**src/rtl/uart_rx_if.sv**
```systemverilog
// Byte hand-off channel between the UART receiver and the register file.
// The receiver drives the byte and its valid flag; the consumer drives ready.
interface uart_rx_if;
  logic       rx_valid;
  logic [7:0] rx_data;
  logic       rx_ready;

  modport master (output rx_valid, output rx_data, input rx_ready);
  modport slave  (input rx_valid, input rx_data, output rx_ready);
endinterface

```
**src/rtl/uart_rx.sv**
```systemverilog
// 8N1 UART receive deserialiser: synchronises the pin, validates the start bit, samples
// data mid-bit and delivers good bytes through a one-entry valid/ready holding register.
module uart_rx #(
  parameter int unsigned DIV_W = 16
) (
  input  logic             clk_i,
  input  logic             rst_ni,
  input  logic             en_i,
  input  logic [DIV_W-1:0] div_i,
  input  logic             rx_pin_i,
  input  logic             clr_i,
  uart_rx_if.master        bus,
  output logic             frame_err_o,
  output logic             overrun_o,
  output logic             busy_o
);

  localparam logic [1:0] IDLE  = 2'd0;
  localparam logic [1:0] START = 2'd1;
  localparam logic [1:0] DATA  = 2'd2;
  localparam logic [1:0] STOP  = 2'd3;

  localparam logic [DIV_W-1:0] CNT_ZERO = DIV_W'(0);
  localparam logic [DIV_W-1:0] CNT_ONE  = DIV_W'(1);
  localparam logic [DIV_W-1:0] DIV_MIN  = DIV_W'(4);

  logic             sync_meta_r, rx_sync_r, rx_prev_r;
  logic [1:0]       state_r, state_nxt_s;
  logic [DIV_W-1:0] cnt_r, cnt_nxt_s;
  logic [DIV_W-1:0] divl_r, divl_nxt_s;
  logic [2:0]       bit_idx_r, bit_idx_nxt_s;
  logic [7:0]       shreg_r, shreg_nxt_s;
  logic             busy_r;
  logic             valid_r;
  logic [7:0]       data_r;
  logic             frame_err_r, overrun_r;

  logic             fall_s;
  logic [DIV_W-1:0] half_s;
  logic [DIV_W-1:0] div_clamp_s;
  logic             bit_end_s;
  logic             good_byte_s, bad_byte_s, overrun_set_s, xfer_s;

  assign fall_s      = rx_prev_r & ~rx_sync_r;
  assign half_s      = divl_r >> 1;
  assign div_clamp_s = (div_i < DIV_MIN) ? DIV_MIN : div_i;
  assign bit_end_s   = (cnt_r == (divl_r - CNT_ONE));
  assign xfer_s      = valid_r & bus.rx_ready;

  // Two-flop synchroniser plus one delayed copy for falling-edge detection.
  always_ff @(posedge clk_i or negedge rst_ni) begin
    if (!rst_ni) begin
      sync_meta_r <= 1'b1;
      rx_sync_r   <= 1'b1;
      rx_prev_r   <= 1'b1;
    end else begin
      sync_meta_r <= rx_pin_i;
      rx_sync_r   <= sync_meta_r;
      rx_prev_r   <= rx_sync_r;
    end
  end

  // Frame FSM next-state logic; the bit counter restarts on every state change.
  always_comb begin
    state_nxt_s   = state_r;
    cnt_nxt_s     = cnt_r + CNT_ONE;
    divl_nxt_s    = divl_r;
    bit_idx_nxt_s = bit_idx_r;
    shreg_nxt_s   = shreg_r;
    good_byte_s   = 1'b0;
    bad_byte_s    = 1'b0;
    if (!en_i) begin
      state_nxt_s = IDLE;
      cnt_nxt_s   = CNT_ZERO;
    end else begin
      case (state_r)
        IDLE: begin
          cnt_nxt_s = CNT_ZERO;
          if (fall_s) begin
            state_nxt_s = START;
            divl_nxt_s  = div_clamp_s;
          end else begin
            state_nxt_s = IDLE;
          end
        end
        START: begin
          if (cnt_r == (half_s - CNT_ONE)) begin
            cnt_nxt_s     = CNT_ZERO;
            bit_idx_nxt_s = 3'd0;
            // A line that is high again at mid-start was only a glitch.
            if (!rx_sync_r) begin
              state_nxt_s = DATA;
            end else begin
              state_nxt_s = IDLE;
            end
          end else begin
            cnt_nxt_s = cnt_r + CNT_ONE;
          end
        end
        DATA: begin
          if (bit_end_s) begin
            cnt_nxt_s   = CNT_ZERO;
            shreg_nxt_s = {rx_sync_r, shreg_r[7:1]};
            if (bit_idx_r == 3'd7) begin
              state_nxt_s = STOP;
            end else begin
              bit_idx_nxt_s = bit_idx_r + 3'd1;
            end
          end else begin
            cnt_nxt_s = cnt_r + CNT_ONE;
          end
        end
        STOP: begin
          if (bit_end_s) begin
            cnt_nxt_s   = CNT_ZERO;
            state_nxt_s = IDLE;
            good_byte_s = rx_sync_r;
            bad_byte_s  = ~rx_sync_r;
          end else begin
            cnt_nxt_s = cnt_r + CNT_ONE;
          end
        end
        default: begin
          state_nxt_s = IDLE;
          cnt_nxt_s   = CNT_ZERO;
        end
      endcase
    end
  end

  assign overrun_set_s = good_byte_s & valid_r & ~bus.rx_ready;

  // Frame FSM state registers; busy is registered from the next state.
  always_ff @(posedge clk_i or negedge rst_ni) begin
    if (!rst_ni) begin
      state_r   <= IDLE;
      cnt_r     <= CNT_ZERO;
      divl_r    <= DIV_MIN;
      bit_idx_r <= 3'd0;
      shreg_r   <= 8'h00;
      busy_r    <= 1'b0;
    end else begin
      state_r   <= state_nxt_s;
      cnt_r     <= cnt_nxt_s;
      divl_r    <= divl_nxt_s;
      bit_idx_r <= bit_idx_nxt_s;
      shreg_r   <= shreg_nxt_s;
      busy_r    <= (state_nxt_s != IDLE);
    end
  end

  // One-entry holding register; a full, unread entry keeps the older byte.
  always_ff @(posedge clk_i or negedge rst_ni) begin
    if (!rst_ni) begin
      valid_r <= 1'b0;
      data_r  <= 8'h00;
    end else if (good_byte_s && (!valid_r || bus.rx_ready)) begin
      valid_r <= 1'b1;
      data_r  <= shreg_r;
    end else if (xfer_s) begin
      valid_r <= 1'b0;
    end else begin
      valid_r <= valid_r;
    end
  end

  // Sticky error flags; a set event in the clear cycle keeps the flag high.
  always_ff @(posedge clk_i or negedge rst_ni) begin
    if (!rst_ni) begin
      frame_err_r <= 1'b0;
      overrun_r   <= 1'b0;
    end else begin
      frame_err_r <= bad_byte_s | (frame_err_r & ~clr_i);
      overrun_r   <= overrun_set_s | (overrun_r & ~clr_i);
    end
  end

  assign bus.rx_valid = valid_r;
  assign bus.rx_data  = data_r;
  assign frame_err_o  = frame_err_r;
  assign overrun_o    = overrun_r;
  assign busy_o       = busy_r;

endmodule
```
**src/flat_wrapper.sv**
```systemverilog
// flat-port wrapper written by rule: the top's interface ports become plain ports
module uart_rx_flat 
#(
  parameter int unsigned DIV_W = 16
)
  (clk_i, rst_ni, en_i, div_i, rx_pin_i, clr_i, frame_err_o, overrun_o, busy_o, bus_rx_valid, bus_rx_data, bus_rx_ready);
  uart_rx_if bus_i ();
  input  logic clk_i;
  input  logic rst_ni;
  input  logic en_i;
  input  logic [DIV_W-1:0] div_i;
  input  logic rx_pin_i;
  input  logic clr_i;
  output logic frame_err_o;
  output logic overrun_o;
  output logic busy_o;
  output wire logic [$bits(bus_i.rx_valid)-1:0] bus_rx_valid;
  output wire logic [$bits(bus_i.rx_data)-1:0] bus_rx_data;
  input wire logic [$bits(bus_i.rx_ready)-1:0] bus_rx_ready;
  assign bus_rx_valid = bus_i.rx_valid;
  assign bus_rx_data = bus_i.rx_data;
  assign bus_i.rx_ready = bus_rx_ready;
  uart_rx #(.DIV_W(DIV_W)) u_core (.clk_i(clk_i), .rst_ni(rst_ni), .en_i(en_i), .div_i(div_i), .rx_pin_i(rx_pin_i), .clr_i(clr_i), .bus(bus_i), .frame_err_o(frame_err_o), .overrun_o(overrun_o), .busy_o(busy_o));
endmodule
```
**config.mk**
```make
export PLATFORM = sky130hd
export DESIGN_NAME = uart_rx_flat
export DESIGN_NICKNAME = d
export VERILOG_FILES = /design/src/rtl/uart_rx_if.sv /design/src/rtl/uart_rx.sv /design/src/flat_wrapper.sv
export SDC_FILE = /design/constraint.sdc
export NUM_CORES = 1
export LEC_CHECK = 0
export BUFFER_PORTS_ARGS = -buffer_cell sky130_fd_sc_hd__buf_2
export CELL_PAD_IN_SITES_DETAIL_PLACEMENT = 1
export CELL_PAD_IN_SITES_GLOBAL_PLACEMENT = 2
export CORE_MARGIN = 2
export CORE_UTILIZATION = 41
export CTS_CLUSTER_DIAMETER = 150
export DETAILED_ROUTE_END_ITERATION = 7
export PLACE_DENSITY = 0.86
export SKIP_CTS_REPAIR_TIMING = 1
export SYNTH_ARGS = -nofsm -noshare
export SYNTH_HDL_FRONTEND = slang
export SYNTH_SLANG_ARGS = --single-unit
```
**constraint.sdc**
```tcl
create_clock -name clk_i -period 5.8 [get_ports clk_i]
set_input_delay 0.87 -clock clk_i [delete_from_list [all_inputs] [get_ports clk_i]]
set_output_delay 0.87 -clock clk_i [all_outputs]
set_load 0.1 [all_outputs]
```
# After elaboration in Yosys (flattened, before gate mapping)
# Cells that the tools add are included.
# W data, S select, Z words.
[totals]
ff_bits = 60
inputBits = 22
output_inout_bits = 12
wordCells = 74
[op_classes]
add_sub_neg = 4
n_lt_le_gt_ge = 1
eq_ne = 9
n_mux = 25
bitwise = 11
reduce_logical = 11
[ops]
columns = ["cell", "n"]
rows = [
  ["$mux W16", 4],
  ["$pmux W16 S3", 1],
  ["$eq A16 B16 Y1", 2],
  ["$add A16 B1 Y16 const B", 1],
  ["$lt A16 B3 Y1 const B", 1],
  ["$sub A15 B1 Y16 const B", 1],
  ["$sub A16 B1 Y16 const B", 1],
  ["$mux W2", 6],
  ["$mux W1", 9],
  ["$mux W3", 3],
  ["$pmux W2 S4", 1],
  ["$and A1 B1 Y1", 6],
  ["$pmux W3 S2", 1],
  ["$reduce_and A3 Y1", 2],
  ["$reduce_bool A2 Y1", 3],
  ["$reduce_and A5 Y1", 1],
  ["$eq A2 B2 Y1 const B", 2],
  ["$ne A2 B1 Y1 const B", 2],
  ["$add A3 B1 Y3 const B", 1],
  ["$eq A3 B3 Y1 const B", 1],
  ["$not A1 Y1", 3],
  ["$eq A2 B1 Y1 const B", 1],
  ["$logic_not A2 Y1", 1],
  ["$ne A2 B2 Y1 const B", 1],
  ["other kinds (5)", 6],
]

# Logic depth before layout (Yosys ltp)
# Gate-level depths: netlist (run 1).
[depth]
word_depth = 8
ltp_mapped = 12

# Least setup slack after synthesis (run 1)
# No wires, ideal clock.
[synth_path]
path_type = "register -> register"
from = "register u_core.divl_r[1]"
to = "register u_core.data_r[0], in the netlist u_core.bus.rx_data[0]"
arrival_time_ps = 2932
required_time_ps = 5675
slack_ps = 2742
stages_incl_launch_ff = 12
path_buffers = 1
period_less_slack_ps = 3058
path_cell_list = "dfrtp_1 inv_1 ha_1 or3b_2 clkbuf_1 nor4_1 xnor2_1 nand4_1 nor2_1 nand2_4 nor3_4 mux2_2"
[synth_between]
elab_chain_cells = 6
[synth_lines]
columns = ["element", "line", "rtl"]
rows = [
  ["start: declaration", "uart_rx.sv:30", "logic [DIV_W-1:0] divl_r, divl_nxt_s;"],
  ["start signal: assignment", "uart_rx.sv:145", "divl_r <= divl_nxt_s;"],
  ["$sub A16 B1 Y16", "uart_rx.sv:47", "assign bit_end_s = (cnt_r == (divl_r - CNT_ONE));"],
  ["$eq A16 B16 Y1", "uart_rx.sv:47", ""],
  ["$mux W1", "uart_rx.sv:114", "if (bit_end_s) begin"],
  ["$mux W1", "uart_rx.sv:76", "case (state_r)"],
  ["$mux W1", "uart_rx.sv:72", "if (!en_i) begin"],
  ["$logic_and A1 B1 Y1", "uart_rx.sv:157", "end else if (good_byte_s && (!valid_r || bus.rx_ready)) begin"],
  ["end signal: assignment", "uart_rx.sv:159", "data_r <= shreg_r;"],
  ["end: declaration", "uart_rx.sv:35", "logic [7:0] data_r;"],
]
# No other way between the ends.
# A chain may end at the register's enable or synchronous reset.

# Worst setup path in the final report (run 1)
[layout_path]
from = "register u_core.divl_r[1]"
to = "register u_core.shreg_r[6]"
[layout_between]
elab_chain_cells = 3
[layout_lines]
columns = ["element", "line", "rtl"]
rows = [
  ["$sub A16 B1 Y16", "uart_rx.sv:47", ""],
  ["$eq A16 B16 Y1", "uart_rx.sv:47", ""],
  ["$reduce_and A3 Y1 (no line)", "-", ""],
  ["end signal: assignment", "uart_rx.sv:147", "shreg_r <= shreg_nxt_s;"],
  ["end: declaration", "uart_rx.sv:32", "logic [7:0] shreg_r, shreg_nxt_s;"],
]
# No other way between the ends.

==> impl_summary.log, run 1 <==
INFO  metric timing.clock.skew = 0.0127 ns
INFO  metric grt_pass1_vias = 2835
INFO  metric numClockSinks = 60
INFO  metric antenna_cells_inserted = 0
INFO  metric post_route_cells_drive_above_1_share = 0.249
INFO  metric grt_util_all_layers = 0.199
INFO  metric rr_startpoint = u_core.divl_r[1]
INFO  metric critical-path-max-stage-delay = 0.61 ns
INFO  metric timing.critical_path.required = 6.04 ns
INFO  metric portBuffers = 33
INFO  metric timing.critical_path.fanout_max = 11
INFO  metric fmax = 281 MHz
INFO  metric synth_seq_area_share = 0.420
INFO  metric numCtsBuffers = 9
INFO  metric critPathCaptureType = register
INFO  metric max-vdd-ir-drop = 0.168 mV
INFO  metric route.detailed.drc = 0
INFO  metric synth_compound_area_frac = 0.0796
INFO  metric cell_type_group_with_the_largest_total_delay_on_the_critical_path = simple AND/OR/NAND/NOR gates
INFO  metric cts-htree-levels = 3
INFO  metric drt_wl_total = 8.93 mm
INFO  metric worstSetupPathType = reg -> reg
INFO  metric worst-r2r-cell-count = 9
INFO  metric powerDensity = 289 nW/um^2
INFO  metric drt_iter0_drc = 87
INFO  metric i_o_pin_count = 34
INFO  metric synthAdderAreaFrac = 0.0175
INFO  metric crit_arrival = 3.81 ns
INFO  metric number_of_antenna_violations_at_the_first_check_in_global_routing = 0
INFO  metric antenna_violating_nets_post_route = 0
INFO  metric area_share_of_and_or_nand_nor_cells_after_synthesis = 0.203
INFO  metric synthArstFlopShare = 1.00
INFO  metric hold_class = reg -> reg
INFO  metric rsz0062_at_grt = no
INFO  metric slew_headroom = 0.461
INFO  metric yosys-top-cells-count = sky130_fd_sc_hd__dfrtp_1, sky130_fd_sc_hd__xnor2_1, sky130_fd_sc_hd__nor2_1
INFO  metric cts_max_path_buffers = 2
INFO  metric xor_xnor_cell_area_share_of_the_yosys_netlist = 0.142
INFO  metric synth_ff_type = sky130_fd_sc_hd__dfrtp_1
INFO  metric detailedPlacementHpwl = 6.66 mm
INFO  metric totalNegativeSetupSlack = 0 ns
INFO  metric syn_inst = 353
INFO  metric finalSetupViolations = 0
INFO  metric die_area = 9510 sq um
INFO  metric netlist.top_cell.by_area = sky130_fd_sc_hd__dfrtp_1
INFO  metric cp-startpoint = u_core.divl_r[1]
INFO  metric dp_cells = 474
INFO  metric layoutNonFillerInstCount = 490
INFO  metric worst_setup_path_start_kind = register
INFO  metric synthDominantCellAreaShare = 0.391
INFO  metric detailroute.via_count = 2711
INFO  metric worst-r2r-setup-slack = 2.24 ns
INFO  metric post-route-min-period = 3.56 ns
INFO  metric cts_tree = done
INFO  metric post-synth-top-count-cell = sky130_fd_sc_hd__dfrtp_1
INFO  metric maxCapViolCount = 0
INFO  metric path_cells = inv_1 -> ha_1 -> or3b_2 -> nor4_1 -> xnor2_1 -> nand4_1 -> nor2_1 -> and4_1 -> mux2_2
INFO  metric syn_nets = 380
INFO  metric post_drt_via_cell_ratio = 5.53
INFO  metric clock_tree.root_cell = sky130_fd_sc_hd__clkbuf_8
INFO  metric num_rows = 34
INFO  metric synth_seq_cells = 60
INFO  metric timing.hold.worst_endpoint = u_core.rx_sync_r
INFO  metric gp_congestion = 0.893
INFO  metric run_status = complete, no violations
INFO  metric fp.dieW = 97.5 um
INFO  metric critical_path.slowest_cell = sky130_fd_sc_hd__and4_1
INFO  metric p_leak = 1.69 nW
INFO  metric starting_density_of_the_core = 0.417
INFO  metric r2r_end = u_core.shreg_r[6]
INFO  metric drt_first_pass_iters = 4
INFO  metric grt_overflow = 0
INFO  metric first_pass_grt_wire_length = 14.8 mm
INFO  metric clk_pin_slew_worst_paths = 0.08 ns
INFO  metric timing.final.max_slew_violations = 0
INFO  metric flow.area_growth_from_synthesis = 11.2%
INFO  metric hp-start = u_core.sync_meta_r
INFO  metric synth.cell_area = 3580 sq um
INFO  metric dieHeight = 97.5 um
INFO  metric finalHoldViolations = 0
INFO  metric wl_per_cell = 18.2 um
INFO  metric yosys.cell_types.count = 53
INFO  metric ys_warn_count = 0
INFO  metric whs_path_depth = 0
INFO  metric final_nets = 404
INFO  metric syn_area_per_cell = 10.2 sq um
INFO  metric worst_skew_pair.late_latency = 0.35 ns
INFO  metric synth_edf_count = 0
INFO  metric netlist_top_cells_area = sky130_fd_sc_hd__dfrtp_1, sky130_fd_sc_hd__mux2_2, sky130_fd_sc_hd__xnor2_1
INFO  metric final_min_period_over_clock_period = 0.615
INFO  metric max_slew.worst_pin.slew = 0.806 ns
INFO  metric dominant_combinational_cell_family_by_area_after_synthesis = simple AND/OR/NAND/NOR gates
INFO  metric grt_max_degree = 61
INFO  metric p_total = 1.15 mW
INFO  metric synth.area.mux_share = 0.0967
INFO  metric placeableCoreArea = 8590 sq um
INFO  metric final.fill_count = 998
INFO  metric path_buf_inv = 1
power breakdown:
part	internal [mW]	switching, mW
Combinational	0.111	0.137
Clock	0.200	0.189
Sequential	0.448	0.0672
logic make-up after synthesis:
family | after synthesis
xor+xnor | 58
flops | 60
mux | 31
buf+inv | 32
compound gates | 38
fa+ha+maj | 5
simple gates | 129
state kept, by name (all words and copies together) (netlist names):
name and flops:
u_core.bit_idx_r 3, u_core.bus.rx_data 8, u_core.bus.rx_valid 1, u_core.busy_o 1
u_core.cnt_r 16, u_core.divl_r 16, u_core.frame_err_o 1, u_core.overrun_o 1
u_core.rx_prev_r 1, u_core.rx_sync_r 1, u_core.shreg_r 8, u_core.state_r 2
u_core.sync_meta_r 1
through the flow:
| stage | setup slack, ns | hold slack [ns] | instance area, sq um | util |
|---|---|---|---|---|
| 6_report | 2.24 | 0.361 | 3990 | 0.464 |
| 5_1_grt | 2.03 | 0.365 | 3990 | 0.464 |
| 4_1_cts | 2.22 | 0.367 | 3990 | 0.464 |
| 3_5_place_dp | 2.24 | 0.357 | 3790 | 0.441 |
| 3_3_place_gp | 2.40 | 0.354 | 3790 | 0.441 |
| 2_1_floorplan | 2.74 | 0.345 | 3580 | - |
metal layers:
metal  routed length (um)  part of all wire  vias to the layer above  GRT usage
met4                  181             0.020                        0     0.0769
met3                  249             0.028                       17     0.0331
li1                     -                 -                     1290          -
met5                    0                 0                        -          0
met2                 4390              0.49                       43      0.331
met1                 4110              0.46                     1361      0.261
worst max-delay path by stage:
stage	slack [ns]	to	cells past startpoint
after global placement	2.40	u_core.shreg_r[3]	9
after floorplan	2.74	u_core.bus.rx_data[0]	11
after CTS	2.22	u_core.shreg_r[3]	9
final	2.24	u_core.shreg_r[6]	9
after global routing	2.03	u_core.cnt_r[6]	10
after detailed placement	2.24	u_core.shreg_r[3]	9
placed cells by master (no fill, tap or decap), types with 4 or more instances in the layout:
cell type,Yosys,final
sky130_fd_sc_hd__a21oi_1,6,6
sky130_fd_sc_hd__and3_1,5,5
sky130_fd_sc_hd__and4_1,4,4
sky130_fd_sc_hd__buf_2,4,33
sky130_fd_sc_hd__clkbuf_8,0,9
sky130_fd_sc_hd__dfrtp_1,56,56
sky130_fd_sc_hd__dfstp_2,4,4
sky130_fd_sc_hd__ha_1,5,5
sky130_fd_sc_hd__inv_1,11,11
sky130_fd_sc_hd__mux2_2,29,29
sky130_fd_sc_hd__nand2_1,18,18
sky130_fd_sc_hd__nand2b_1,4,4
sky130_fd_sc_hd__nand3_1,17,17
sky130_fd_sc_hd__nand4_1,7,7
sky130_fd_sc_hd__nor2_1,34,34
sky130_fd_sc_hd__nor2b_1,4,4
sky130_fd_sc_hd__nor3_1,7,7
sky130_fd_sc_hd__nor4_1,8,8
sky130_fd_sc_hd__o21ai_0,4,4
sky130_fd_sc_hd__o31ai_1,5,5
sky130_fd_sc_hd__xnor2_1,36,36
sky130_fd_sc_hd__xor2_1,22,22
final cells by class:
| class | instances | area [sq um] | share of cell area |
|---|---|---|---|
| Clock buffer | 9 | 124 | 0.0311 |
| Clock inverter | 7 | 75.1 | 0.0188 |
| Inverter | 11 | 41.3 | 0.0104 |
| Multi-Input combinational cell | 261 | 1930 | 0.484 |
| Sequential cell | 60 | 1510 | 0.378 |
| Tap cell | 108 | 135 | 0.0339 |
| Timing Repair Buffer | 34 | 173 | 0.0433 |
No activity file was read; power rests on OpenSTA's default activity.
==> inputs of run 2 (changes only) <==
Settings changed: CORE_UTILIZATION 41 to 38, PLACE_DENSITY 0.86 to 0.81.
Clock period 5.8 ns to 3.5 ns, I/O delays scaled along.
==> run 2 against run 1 <==
Total power up 63%. Critical path type unchanged. Core utilization down 2.2 points. Critical endpoint is now u_core.shreg_r[1]. Hold slack worse by 0.093 ns.
==> impl_summary.log, run 2 (synthesis results as in run 1) <==
INFO  metric die_area = 10200 sq um (was 9510 sq um)
INFO  metric final_critical_path_setup_slack = 0.218 ns (was 2.24 ns)
INFO  metric grt_util_all_layers = 0.194 (was 0.199)
INFO  metric dieHeight = 101 um (was 97.5 um)
INFO  metric dp_cells = 487 (was 474)
INFO  metric critical-path-max-stage-delay = 0.53 ns (was 0.61 ns)
INFO  metric fp.dieW = 101 um (was 97.5 um)
INFO  metric r2r_end = u_core.shreg_r[1] (was u_core.shreg_r[6])
INFO  metric rr_startpoint = u_core.divl_r[1] (unchanged)
INFO  metric drt_first_pass_iters = 4 (unchanged)
INFO  metric fmax = 305 MHz (was 281 MHz)
INFO  metric powerDensity = 462 nW/um^2 (was 289 nW/um^2)
INFO  metric p_total = 1.88 mW (was 1.15 mW)
INFO  metric gr-usage-met3 = 0.0395 (was 0.0331)
INFO  metric antenna_violating_nets_post_route = 0 (unchanged)
INFO  metric run_status = complete, no violations (unchanged)
INFO  metric p_clk_frac = 0.306 (was 0.337)
INFO  metric use_met1 = 0.271 (was 0.261)
INFO  metric wl_per_cell = 18.0 um (was 18.2 um)
INFO  metric detailroute.via_count = 2745 (was 2711)
INFO  metric critical_path.slowest_cell = sky130_fd_sc_hd__or3b_2 (was sky130_fd_sc_hd__and4_1)
INFO  metric finalSetupViolations = 0 (unchanged)
INFO  metric worstSetupPathType = reg -> reg (unchanged)
INFO  metric layoutNonFillerInstCount = 504 (was 490)
INFO  metric cts-htree-levels = 3 (unchanged)
INFO  metric gp_congestion = 0.878 (was 0.893)
INFO  metric grt_pass1_vias = 2928 (was 2835)
INFO  metric layout.cells.most_common = sky130_fd_sc_hd__dfrtp_1 (unchanged)
INFO  metric switching_power = 0.667 mW (was 0.393 mW)
INFO  metric flow.area_growth_from_synthesis = 13.3% (was 11.2%)
INFO  metric drt_iter0_drc = 119 (was 87)
INFO  metric whs_path_depth = 1 (was 0)
INFO  metric grt_overflow = 0 (unchanged)
INFO  metric placeableCoreArea = 9200 sq um (was 8590 sq um)
INFO  metric post-route-min-period = 3.28 ns (was 3.56 ns)
INFO  metric grt_max_degree = 47 (was 61)
INFO  metric max_slew.worst_pin.slew = 1.06 ns (was 0.806 ns)
INFO  metric timing.final.max_slew_violations = 0 (unchanged)
INFO  metric sequentialPowerShare = 0.441 (was 0.447)
INFO  metric totalNegativeSetupSlack = 0 ns (unchanged)
INFO  metric antenna_cells_inserted = 0 (unchanged)
INFO  metric timing.critical_path.fanout_max = 11 (unchanged)
INFO  metric route.detailed.drc = 0 (unchanged)
INFO  metric gr-max-usage-layer = met2 (unchanged)
INFO  metric final_min_period_over_clock_period = 0.938 (was 0.615)
INFO  metric timing.critical_path.required = 3.73 ns (was 6.04 ns)
INFO  metric starting_density_of_the_core = 0.390 (was 0.417)
INFO  metric sw_frac_of_total = 0.355 (was 0.341)
INFO  metric clk_pin_slew_worst_paths = 0.08 ns (about the same)
INFO  metric layout.cells.most_common_list = sky130_fd_sc_hd__dfrtp_1, sky130_fd_sc_hd__xnor2_1, sky130_fd_sc_hd__nor2_1 (unchanged)
INFO  metric crit_arrival = 3.52 ns (was 3.81 ns)
INFO  metric number_of_antenna_violations_at_the_first_check_in_global_routing = 0 (unchanged)
INFO  metric post_route_cells_drive_above_1_share = 0.272 (was 0.249)
INFO  metric timing.clock.skew = 0.0128 ns (was 0.0127 ns)
INFO  metric p_int = 1.21 mW (was 0.760 mW)
INFO  metric first_pass_grt_wire_length = 15.1 mm (was 14.8 mm)
INFO  metric cts_max_path_buffers = 2 (unchanged)
INFO  metric finalHoldViolations = 0 (unchanged)
INFO  metric hp-start = rx_pin_i (was u_core.sync_meta_r)
INFO  metric worst-r2r-cell-count = 9 (unchanged)
INFO  metric post_drt_via_cell_ratio = 5.45 (was 5.53)
INFO  metric i_o_pin_count = 34 (unchanged)
INFO  metric dp_worst_setup_slack = 0.124 ns (was 2.24 ns)
INFO  metric max-vdd-ir-drop = 0.227 mV (was 0.168 mV)
INFO  metric cts_tree = done (unchanged)
INFO  metric worst_skew_pair.late_latency = 0.35 ns (about the same)
INFO  metric drt_wl_total = 9.08 mm (was 8.93 mm)
INFO  metric critPathCaptureType = register (unchanged)
INFO  metric worst-r2r-setup-slack = 0.22 ns (was 2.24 ns)
INFO  metric numClockSinks = 60 (unchanged)
INFO  metric rsz0062_at_grt = no (unchanged)
INFO  metric use_met2 = 0.300 (was 0.331)
INFO  metric slew_headroom = 0.297 (was 0.461)
INFO  metric numCtsBuffers = 9 (unchanged)
INFO  metric clock_tree.root_cell = sky130_fd_sc_hd__clkbuf_8 (unchanged)
INFO  metric hold_class = in -> reg (was reg -> reg)
INFO  metric detailedPlacementHpwl = 6.87 mm (was 6.66 mm)
INFO  metric path_cells = inv_1 -> ha_1 -> or3b_2 -> nor4_1 -> xnor2_1 -> nand4_1 -> nor2_1 -> and4_2 -> mux2_2 (was inv_1 -> ha_1 -> or3b_2 -> nor4_1 -> xnor2_1 -> nand4_1 -> nor2_1 -> and4_1 -> mux2_2)
INFO  metric timing.hold.worst_endpoint = u_core.sync_meta_r (was u_core.rx_sync_r)
INFO  metric num_rows = 35 (was 34)
INFO  metric portBuffers = 33 (unchanged)
INFO  metric p_leak = 1.74 nW (was 1.69 nW)
INFO  metric pwr-share-comb = 0.253 (was 0.215)
INFO  metric final_nets = 415 (was 404)
INFO  metric worst_setup_path_start_kind = register (unchanged)
INFO  metric maxCapViolCount = 0 (unchanged)
INFO  metric largest_registers = u_core.cnt_r: 16 flops, u_core.divl_r: 16 flops (unchanged)
run 2: cell types whose count changed in the layout (fill, tap and decap cells not counted), sizes merged:
cell and change:
inv -1, buf +11, bufinv -1, clkinvlp -1, clkinv +3
run 2: how the worst max path moves through the flow:
stage / startpoint / end / slack (ns) / cells past startpoint
5_1_grt: u_core.divl_r[1] / u_core.shreg_r[2] / 0.04 / 9
3_5_place_dp: u_core.divl_r[1] / u_core.bus.rx_data[7] / 0.12 / 10
6_report: u_core.divl_r[1] / u_core.shreg_r[1] / 0.22 / 9
2_1_floorplan: u_core.divl_r[1] / u_core.bus.rx_data[0] / 0.44 / 11
3_3_place_gp: u_core.divl_r[1] / u_core.bus.rx_data[2] / 0.26 / 10
4_1_cts: u_core.divl_r[1] / u_core.bus.rx_data[7] / 0.11 / 10
run 2: area by class of cell:
type                            count  area, sq um
Fill cell                        1058         5130
Clock inverter                      7         51.3
Tap cell                          111          139
Sequential cell                    60         1510
Clock buffer                        9          124
Timing Repair Buffer               45          268
Multi-Input combinational cell    261         1930
Inverter                           11         41.3
run 2: stage by stage:
step                       util  hold slack, ns  instance area (sq um)
after CTS                 0.439           0.254                   4040
after global placement    0.420           0.350                   3860
after floorplan               -           0.229                   3580
after global routing      0.442           0.254                   4060
final                     0.442           0.268                   4060
after detailed placement  0.420           0.357                   3860
run 2: worst max-delay path: cells and delay by family, from the launching register on:
kind	cells	cell delay, ns
xor+xnor	1	0.16
buf+inv	1	0.11
mux	1	0.37
fa+ha+maj	1	0.23
simple gates	5	1.86
flops	1	0.44
run 2: power by group through the flow:
stage          combinational (mW)  sequential (mW)  clock, mW
5_1_grt                     0.524            0.837      0.624
2_1_floorplan               0.375            0.796          0
3_3_place_gp                0.463            0.837          0
4_1_cts                     0.475            0.828      0.594
6_report                    0.474            0.829      0.574
3_5_place_dp                0.471            0.841          0
run 2: per-layer routing:
metal	wire length (um)	vias up
met5	0	-
met4	161	0
met3	372	12
met2	4160	49
met1	4390	1366
li1	-	1318
==> inputs of run 3 (changes only) <==
Settings changed: BUFFER_PORTS_ARGS -buffer_cell sky130_fd_sc_hd__buf_2 to -buffer_cell sky130_fd_sc_hd__buf_4.
==> run 3 against run 2 <==
Combinational power decreased by 2%. Sequential share of layout area is 0.58 points lower. Die area did not move. Register-to-register slack about the same. Critical path type unchanged. Non-clock buffer count fell by 4. Total power up 3.9%. First-iteration DRC count grew 19%. Setup slack improved by 0.012 ns. Wire length rose by 0.57%. Hold slack lost 0.034 ns. Via count grew 0.36%.
==> impl_summary.log, run 3 (synthesis results as in run 1) <==
INFO  metric fmax = 306 MHz (was 305 MHz)
INFO  metric stdcell_area = 4130 sq um (was 4060 sq um)
INFO  metric first_pass_grt_wire_length = 15.0 mm (was 15.1 mm)
INFO  metric route.layer.met1.wl = 4.23 mm (was 4.39 mm)
INFO  metric grt_max_degree = 61 (was 47)
INFO  metric post_route_cells_drive_above_1_share = 0.265 (was 0.272)
INFO  metric starting_density_of_the_core = 0.390 (unchanged)
INFO  metric finish.utilization = 0.449 (was 0.442)
INFO  metric path_buf_inv = 1 (unchanged)
INFO  metric fp.dieW = 101 um (unchanged)
INFO  metric placed_area = 3930 sq um (was 3860 sq um)
INFO  metric portBuffers = 33 (unchanged)
INFO  metric cts_tree = done (unchanged)
INFO  metric layout.cells.most_common = sky130_fd_sc_hd__dfrtp_1 (unchanged)
INFO  metric die_area = 10200 sq um (unchanged)
INFO  metric hold_class = in -> async (was in -> reg)
INFO  metric dr_wl_met2 = 4.38 mm (was 4.16 mm)
INFO  metric drt_wl_total = 9.14 mm (was 9.08 mm)
INFO  metric wl_per_cell = 18.3 um (was 18.0 um)
INFO  metric p_leak = 1.75 nW (was 1.74 nW)
INFO  metric p_total = 1.95 mW (was 1.88 mW)
INFO  metric placeableCoreArea = 9200 sq um (unchanged)
INFO  metric layout.cells.most_common_list = sky130_fd_sc_hd__dfrtp_1, sky130_fd_sc_hd__buf_4, sky130_fd_sc_hd__xnor2_1 (was sky130_fd_sc_hd__dfrtp_1, sky130_fd_sc_hd__xnor2_1, sky130_fd_sc_hd__nor2_1)
INFO  metric maxCapViolCount = 0 (unchanged)
INFO  metric detailroute.via_count = 2755 (was 2745)
INFO  metric cell_type_group_with_the_largest_total_delay_on_the_critical_path = simple AND/OR/NAND/NOR gates (unchanged)
INFO  metric met3_wirelength = 366 um (was 372 um)
INFO  metric worstSetupPathType = reg -> reg (unchanged)
INFO  metric path_cells = inv_1 -> ha_1 -> or3b_2 -> nor4_1 -> xnor2_1 -> nand4_1 -> nor2_2 -> nand2_4 -> nor3_4 -> mux2_2 (was inv_1 -> ha_1 -> or3b_2 -> nor4_1 -> xnor2_1 -> nand4_1 -> nor2_1 -> and4_2 -> mux2_2)
INFO  metric timing.critical_path.fanout_max = 8 (was 11)
INFO  metric final_min_period_over_clock_period = 0.934 (was 0.938)
INFO  metric cts_max_path_buffers = 2 (unchanged)
INFO  metric critical_path.slowest_cell = sky130_fd_sc_hd__or3b_2 (unchanged)
INFO  metric critical-path-max-stage-delay = 0.54 ns (was 0.53 ns)
INFO  metric routed.top_layer = met4 (unchanged)
INFO  metric post-route-min-period = 3.27 ns (was 3.28 ns)
INFO  metric worst_skew_pair.late_latency = 0.35 ns (about the same)
INFO  metric finalHoldViolations = 0 (unchanged)
INFO  metric dp_cells = 484 (was 487)
INFO  metric antenna_cells_inserted = 0 (unchanged)
INFO  metric critPathCaptureType = register (unchanged)
INFO  metric num_rows = 35 (unchanged)
INFO  metric dieHeight = 101 um (unchanged)
INFO  metric grt_overflow = 0 (unchanged)
INFO  metric final.fill_count = 1038 (was 1058)
INFO  metric number_of_antenna_violations_at_the_first_check_in_global_routing = 0 (unchanged)
INFO  metric flow.area_growth_from_synthesis = 15.1% (was 13.3%)
INFO  metric grt_util_all_layers = 0.192 (was 0.194)
INFO  metric route.detailed.drc = 0 (unchanged)
INFO  metric clk_pin_slew_worst_paths = 0.08 ns (about the same)
INFO  metric slew_headroom = 0.487 (was 0.297)
INFO  metric cts-htree-levels = 3 (unchanged)
INFO  metric max_slew.worst_pin.slew = 0.769 ns (was 1.06 ns)
INFO  metric timing.final.max_slew_violations = 0 (unchanged)
INFO  metric max-vdd-ir-drop = 0.252 mV (was 0.227 mV)
INFO  metric detailedPlacementHpwl = 6.83 mm (was 6.87 mm)
INFO  metric run_status = complete, no violations (unchanged)
INFO  metric drt_first_pass_iters = 4 (unchanged)
INFO  metric grt_pass1_vias = 2858 (was 2928)
INFO  metric drt_iter0_drc = 142 (was 119)
INFO  metric largest_registers = u_core.cnt_r: 16 flops, u_core.divl_r: 16 flops (unchanged)
INFO  metric gp_congestion = 0.884 (was 0.878)
INFO  metric timing.critical_path.required = 3.74 ns (was 3.73 ns)
INFO  metric layoutNonFillerInstCount = 500 (was 504)
INFO  metric i_o_pin_count = 34 (unchanged)
INFO  metric clock_tree.root_cell = sky130_fd_sc_hd__clkbuf_8 (unchanged)
INFO  metric antenna_violating_nets_post_route = 0 (unchanged)
INFO  metric finalSetupViolations = 0 (unchanged)
INFO  metric numCtsBuffers = 9 (unchanged)
INFO  metric timing.clock.skew = 0.00541 ns (was 0.0128 ns)
INFO  metric final_nets = 411 (was 415)
INFO  metric totalNegativeSetupSlack = 0 ns (unchanged)
INFO  metric numClockSinks = 60 (unchanged)
INFO  metric worst_setup_path_start_kind = register (unchanged)
INFO  metric powerDensity = 472 nW/um^2 (was 462 nW/um^2)
INFO  metric crit_arrival = 3.51 ns (was 3.52 ns)
INFO  metric post_drt_via_cell_ratio = 5.51 (was 5.45)
INFO  metric rsz0062_at_grt = no (unchanged)
## run 3: path summary, 6_finish.rpt
| check | startpoint | end | slack [ns] | depth (start not counted) |
|---|---|---|---|---|
| max | u_core.divl_r[1] | u_core.bus.rx_data[1] | 0.23 | 10 |
| min in group clk_i | rx_pin_i | u_core.sync_meta_r | 0.28 | 1 |
| max in group asynchronous | rst_ni | u_core.divl_r[0] | 2.74 | 1 |
| max reg2reg | u_core.divl_r[1] | u_core.bus.rx_data[1] | 0.23 | 10 |
| min | rst_ni | u_core.cnt_r[13] | 0.23 | 1 |
| min reg2reg | u_core.sync_meta_r | u_core.rx_sync_r | 0.36 | 0 |
## run 3: final cells by class
cell class | count | area [sq um] | share of cell area
clock buffer | 9 | 124 | 0.0300
clock inverter | 7 | 75.1 | 0.0182
inverter | 11 | 41.3 | 0.0100
multi-input combinational | 261 | 1930 | 0.468
sequential | 60 | 1510 | 0.365
tap | 111 | 139 | 0.0337
timing repair buffer | 41 | 308 | 0.0746
## run 3: power by group
group | leakage (nW) | internal (mW) | switching (mW) | total, mW
sequential | 0.782 | 0.743 | 0.0948 | 0.837
combinational | 0.866 | 0.209 | 0.256 | 0.465
clock | 0.104 | 0.332 | 0.315 | 0.647
total | 1.75 | 1.28 | 0.666 | 1.95
## run 3: metal layers
| metal | vias up | track usage |
|---|---|---|
| met5 | - | 0 |
| met4 | 0 | 0.0686 |
| met3 | 16 | 0.0388 |
| met2 | 50 | 0.301 |
| met1 | 1385 | 0.265 |
| li1 | 1304 | - |
## run 3: through the flow
step,setup slack (ns),hold slack (ns)
after CTS,0.163,0.267
after floorplan,0.442,0.229
after detailed placement,0.169,0.349
after global placement,0.254,0.353
after global routing,0.0161,0.258
final,0.230,0.234
